==> config.mk <==
export PLATFORM = sky130hd
export DESIGN_NAME = mem_arbiter
export DESIGN_NICKNAME = d
export VERILOG_FILES = /design/src/rtl/lc3b_types.sv /design/src/rtl/mem_arbiter_rr_grant2.sv /design/src/rtl/mem_arbiter.sv
export SDC_FILE = /design/constraint.sdc
export NUM_CORES = 1
export LEC_CHECK = 0
export ABC_AREA = 1
export BUFFER_PORTS_ARGS = -buffer_cell sky130_fd_sc_hd__buf_2
export CAP_MARGIN = 20
export CORE_AREA = 4 4 271 273
export DETAILED_ROUTE_END_ITERATION = 8
export DIE_AREA = 0 0 275 277
export MAX_ROUTING_LAYER = met4
export PLACE_DENSITY = 0.44
export SYNTH_ARGS = -nofsm -noshare
export SYNTH_HDL_FRONTEND = slang
export SYNTH_SLANG_ARGS = --single-unit
==> constraint.sdc <==
create_clock -name clk -period 1.2 [get_ports clk]
set_input_delay 0.06 -clock clk [delete_from_list [all_inputs] [get_ports clk]]
set_output_delay 0.06 -clock clk [all_outputs]
set_load 0.03 [all_outputs]
==> src/rtl/lc3b_types.sv <==
// Shared LC-3b types: machine word, cache line and memory-arbiter enums.
package lc3b_types;

  localparam int LC3B_WORD_W = 16;
  localparam int LC3B_LINE_W = 128;

  typedef logic [LC3B_WORD_W-1:0] lc3b_word;
  typedef logic [LC3B_LINE_W-1:0] lc3b_c_line;

  typedef enum logic [2:0] {
    IDLE,
    BUSY_I,
    BUSY_D,
    RESP_I,
    RESP_D
  } arb_state_t;

  typedef enum logic {
    GRANT_I,
    GRANT_D
  } arb_grant_t;

endpackage

==> src/rtl/mem_arbiter_rr_grant2.sv <==
// Two-way round-robin picker: a lone requester always wins; on a conflict
// the side that did not win last time gets the grant.
module rr_grant2
  import lc3b_types::*;
(
  input  logic       req_i,
  input  logic       req_d,
  input  arb_grant_t last_grant,
  output logic       grant_valid,
  output arb_grant_t grant
);

  // Pick D when it is alone, or when both ask and I was served last.
  always_comb begin
    grant_valid = req_i | req_d;
    grant       = GRANT_I;
    if (req_d && (!req_i || (last_grant == GRANT_I))) begin
      grant = GRANT_D;
    end
  end

endmodule

==> src/rtl/mem_arbiter.sv <==
// Shares one physical-memory port between the I-cache and the D-cache.
//
//   state  | meaning
//   -------+-----------------------------------------------------------
//   IDLE   | no transaction; arbitrate and launch the command on grant
//   BUSY_I | I-cache read in flight, pmem_* held until pmem_resp
//   BUSY_D | D-cache read or write-back in flight
//   RESP_I | one-cycle i_resp pulse; requester drops i_read this edge
//   RESP_D | one-cycle d_resp pulse; requester drops its request
module mem_arbiter
  import lc3b_types::*;
#(
  parameter int ADDR_WIDTH = LC3B_WORD_W,
  parameter int LINE_WIDTH = LC3B_LINE_W
) (
  input  logic                  clk,
  input  logic                  rst_n,
  input  logic                  i_read,
  input  logic [ADDR_WIDTH-1:0] i_address,
  output logic [LINE_WIDTH-1:0] i_rdata,
  output logic                  i_resp,
  input  logic                  d_read,
  input  logic                  d_write,
  input  logic [ADDR_WIDTH-1:0] d_address,
  input  logic [LINE_WIDTH-1:0] d_wdata,
  output logic [LINE_WIDTH-1:0] d_rdata,
  output logic                  d_resp,
  output logic                  pmem_read,
  output logic                  pmem_write,
  output logic [ADDR_WIDTH-1:0] pmem_address,
  output logic [LINE_WIDTH-1:0] pmem_wdata,
  input  logic [LINE_WIDTH-1:0] pmem_rdata,
  input  logic                  pmem_resp
);

  arb_state_t state_q, state_d;
  arb_grant_t last_grant_q, last_grant_d;
  arb_grant_t grant;
  logic       grant_valid;

  logic                  pmem_read_d, pmem_write_d;
  logic [ADDR_WIDTH-1:0] pmem_address_d;
  logic [LINE_WIDTH-1:0] pmem_wdata_d;
  logic [LINE_WIDTH-1:0] i_rdata_d, d_rdata_d;

  rr_grant2 u_rr_grant2 (
    .req_i       (i_read),
    .req_d       (d_read | d_write),
    .last_grant  (last_grant_q),
    .grant_valid (grant_valid),
    .grant       (grant)
  );

  // Next state, next memory command and returned-line capture.
  always_comb begin
    state_d        = state_q;
    last_grant_d   = last_grant_q;
    pmem_read_d    = pmem_read;
    pmem_write_d   = pmem_write;
    pmem_address_d = pmem_address;
    pmem_wdata_d   = pmem_wdata;
    i_rdata_d      = i_rdata;
    d_rdata_d      = d_rdata;
    unique case (state_q)
      IDLE: begin
        if (grant_valid) begin
          last_grant_d = grant;
          if (grant == GRANT_I) begin
            pmem_address_d = i_address;
            pmem_read_d    = 1'b1;
            pmem_write_d   = 1'b0;
            state_d        = BUSY_I;
          end else begin
            // d_read together with d_write is illegal; the write wins.
            pmem_address_d = d_address;
            pmem_wdata_d   = d_wdata;
            pmem_write_d   = d_write;
            pmem_read_d    = ~d_write;
            state_d        = BUSY_D;
          end
        end
      end
      BUSY_I: begin
        if (pmem_resp) begin
          pmem_read_d  = 1'b0;
          pmem_write_d = 1'b0;
          i_rdata_d    = pmem_rdata;
          state_d      = RESP_I;
        end
      end
      BUSY_D: begin
        if (pmem_resp) begin
          if (pmem_read) begin
            d_rdata_d = pmem_rdata;
          end
          pmem_read_d  = 1'b0;
          pmem_write_d = 1'b0;
          state_d      = RESP_D;
        end
      end
      RESP_I, RESP_D: begin
        state_d = IDLE;
      end
      default: begin
        state_d = IDLE;
      end
    endcase
  end

  // State and registered memory command; reset aborts any transaction.
  always_ff @(posedge clk) begin
    if (!rst_n) begin
      state_q      <= IDLE;
      last_grant_q <= GRANT_I;
      pmem_read    <= 1'b0;
      pmem_write   <= 1'b0;
      pmem_address <= '0;
      pmem_wdata   <= '0;
      i_rdata      <= '0;
      d_rdata      <= '0;
    end else begin
      state_q      <= state_d;
      last_grant_q <= last_grant_d;
      pmem_read    <= pmem_read_d;
      pmem_write   <= pmem_write_d;
      pmem_address <= pmem_address_d;
      pmem_wdata   <= pmem_wdata_d;
      i_rdata      <= i_rdata_d;
      d_rdata      <= d_rdata_d;
    end
  end

  // Completion pulses are simply the one-cycle response states.
  always_comb begin
    i_resp = (state_q == RESP_I);
    d_resp = (state_q == RESP_D);
  end

endmodule

==> impl_metrics.yaml <==
status:
  outcome: "complete, but fails checks"
  violations: "negative setup slack"
pwr:
  max-vdd-ir-drop_mv: 1.403
  switching_share_pct: 40.99
  p_sw_mw: 25.67
  clockPowerShare_pct: 24.8
  p_int_mw: 36.94
  p_leak_nw: 12.65
  p_total_mw: 62.61
  comb_power_share_pct: 44.7
  pwr-share-seq_pct: 30.5
  power_density_nw_per_um2: 2369
synth:
  synth_area_leaders: "dfxtp_1 (57%), nor2_1 (21%), o21ai_0 (12%)"
  yosysSeqAreaShare_pct: 57.32
  yosysTopAreaCell: "dfxtp_1"
  synth-seq-cells: 406
  synth_edf_count: 0
  yosysUniqueCellTypes: 18
  syn-instance-count: 1828
  synth_common_cells: "nor2_1 (793), dfxtp_1 (406), o21ai_0 (347)"
  synth_top_area_share_pct: 57.32
  synthFlopType: "dfxtp_1"
  syn_area_sq_um: 14180
  ys_warn_count: 0
  yosysMostFrequentCell: "nor2_1"
  syn_area_per_cell_sq_um: 7.757
  synth-async-reset-ratio_pct: 0
  syn-num-nets: 2122
worst_setup_path:
  ff2ff_path_depth: 10
  r2r_slack_ns: -0.31
  endpoint_kind: "register"
  crit_path_end: "i_rdata[85]"
  critPathArrivalTime_ns: 1.98
  start_kind: "register"
  path_class: "reg -> reg"
  critPathMaxFanout: 11
  cp.required_ns: 1.67
  r2r-end: "i_rdata[85]"
  startpoint: "state_q[0]"
  r2r-start: "state_q[0]"
clocking:
  cts_buffer_depth: 3
  cts_tree: "yes"
  clk_pin_slew_ns: 0.06
  clock_latency_ns: 0.58
  htreeDepth: 2
  clkSinkCount: 406
  numCtsBuffers: 49
  root_buffer: "clkbuf_16"
floorplan:
  dieArea_sq_um: 76180
  rows: 98
  core-area_sq_um: 71120
  ios: 698
  start_util_pct: 19.94
  die_x_microns: 275
  die_h_microns: 277
timing:
  fmaxAchievable_mhz: 661.8
  clock_skew_ns: 0.02274
  hold_viol: 0
  timing.final.ws_setup_ns: -0.3111
  rsz0062_at_grt: "yes"
  maxSlewViolCount: 0
  min_period_ns: 1.511
  finalSetupViolations: 493
  fin_crit_sh_pct: 125.9
  slew_headroom_pct: 78.88
  worstMarginPinSlew_ns: 0.3135
finish:
  postLayoutCellArea_sq_um: 26430
  syn2layout_area_growth_pct: 86.41
  fillers: 7265
  final_layout_size_suffix_gt1_share_pct: 39.20
  nets: 3179
global_route:
  grt_pass1_wl_microns: 97970
  overflow: 0
  track_usage_pct: 16.88
  antenna_found_initial: 6
  grt_max_degree: 48
  first_global_vias: 16690
flow_run:
  drv_cap: 0
placement:
  place_area_sq_um: 19240
  routabilityCongestion: 0.8285
  io_buffers: 697
  dp.final_hpwl_microns: 45530
worst_hold_path:
  min_path_type: "in -> reg"
drt:
  detail-route-antenna-nets: 0
  via_count: 16490
  wl_per_cell_microns: 18.12
  drc_errors: 0
  wl_microns: 70250
  avgViaCountPerCell: 4.254
  drtIter0Drc: 720
  drt_pre_antenna_iters: 6
-- sequential cells by signal (all words and copies together), names as in the netlist --
register and count:
d_rdata 128, i_rdata 128, last_grant_q 1, pmem_address 16
pmem_read 1, pmem_wdata 128, pmem_write 1, state_q 3
-- placed cells by master, fill, tap and decap left out, drive strengths merged --
| cell | synthesis | final |
|---|---|---|
| clkinv | 0 | 13 |
| diode | 0 | 6 |
| bufinv | 0 | 5 |
| nor2 | 794 | 794 |
| inv | 14 | 18 |
| nor3 | 4 | 4 |
| buf | 88 | 819 |
| nand4 | 1 | 1 |
| clkbuf | 47 | 90 |
| dlygate4sd3 | 0 | 293 |
| nand2 | 44 | 45 |
| dfxtp | 406 | 406 |
| nand3 | 7 | 7 |
| a21oi | 21 | 21 |
| o21ai | 402 | 402 |
| bufbuf | 0 | 3 |
-- how the worst min path moves through the flow --
stage / end / startpoint / depth (start not counted)
final: d_rdata[45] / pmem_rdata[45] / 4
after floorplan: i_rdata[24] / pmem_rdata[24] / 2
after global placement: pmem_address[2] / d_address[2] / 3
after global routing: i_rdata[70] / pmem_rdata[70] / 4
after detailed placement: pmem_address[2] / d_address[2] / 3
after CTS: pmem_address[9] / d_read / 6
-- cell type report --
class	instances	area (sq um)	area share, %
multi-input combinational	1274	6223	23.54
antenna	6	15.01	0.05680
sequential	406	8142	30.80
clock buffer	68	1451	5.491
clock inverter	19	237.7	0.8994
inverter	14	122.6	0.4639
timing repair inverter	3	48.80	0.1846
timing repair buffer	1137	9004	34.06
tap	950	1189	4.497
-- critical path, cell delays in order, from the launching register on --
cell and delay [ns]:
dfxtp_4 0.37, buf_6 0.10, nand3_4 0.08, nor2_4 0.12, buf_12 0.13, buf_12 0.14
buf_12 0.13, inv_16 0.05, clkbuf_16 0.18, nor2_4 0.07, nor2_1 0.04
-- power by group through the flow --
stage / clock network [mW] / logic, mW / registers [mW]
3_3_place_gp: 0 / 22.1 / 19.1
4_1_cts: 16.0 / 26.0 / 18.9
6_report: 15.6 / 28.0 / 19.1
3_5_place_dp: 0 / 22.3 / 19.1
2_1_floorplan: 0 / 7.40 / 25.8
5_1_grt: 16.6 / 30.1 / 19.4
-- repair_timing --
| item | 4_1_cts | 5_1_grt |
|---|---|---|
| pin swaps | 4 | 54 |
| endpoints found under the setup margin | 783 | 806 |
| hold buffers | 293 | 0 |
| gates resized for setup | 139 | 311 |
| buffers inserted | 14 | 11 |
| hold endpoints to repair | 406 | 0 |
| gates cloned | 17 | 28 |
-- logic make-up (layout without fill, tap and decap cells) --
group | after synthesis | in the layout | synth area share [%]
AO/OA/AOI/OAI | 423 | 423 | 14.93
AND/OR/NAND/NOR | 850 | 851 | 22.80
flip-flops | 406 | 406 | 57.32
buffers and inverters | 149 | 1241 | 4.950
other | 0 | 6 | 0
-- through the flow --
stage	hold slack, ns	std cells	util [%]	setup slack [ns]	setup TNS, ns
6_report	0.2528	3877	37.17	-0.3111	-91.94
5_1_grt	0.2488	3877	37.17	-0.4023	-144.22
4_1_cts	0.1947	3833	34.86	-0.3347	-104.87
3_5_place_dp	0.2945	3422	27.05	-0.3014	-85.55
3_3_place_gp	0.2860	3422	27.05	-0.3164	-85.02
2_1_floorplan	0.1893	1828	-	-0.03863	-5.190
-- metal layers --
layer / part of all wire (%) / global-route usage, % / vias to the layer above
met4: 4.7 / 7.511 / 0
li1: - / - / 8030
met3: 8.0 / 4.861 / 151
met1: 38 / 17.57 / 7664
met5: 0 / - / -
met2: 50 / 29.53 / 646
(Power assumes the default switching activity.)
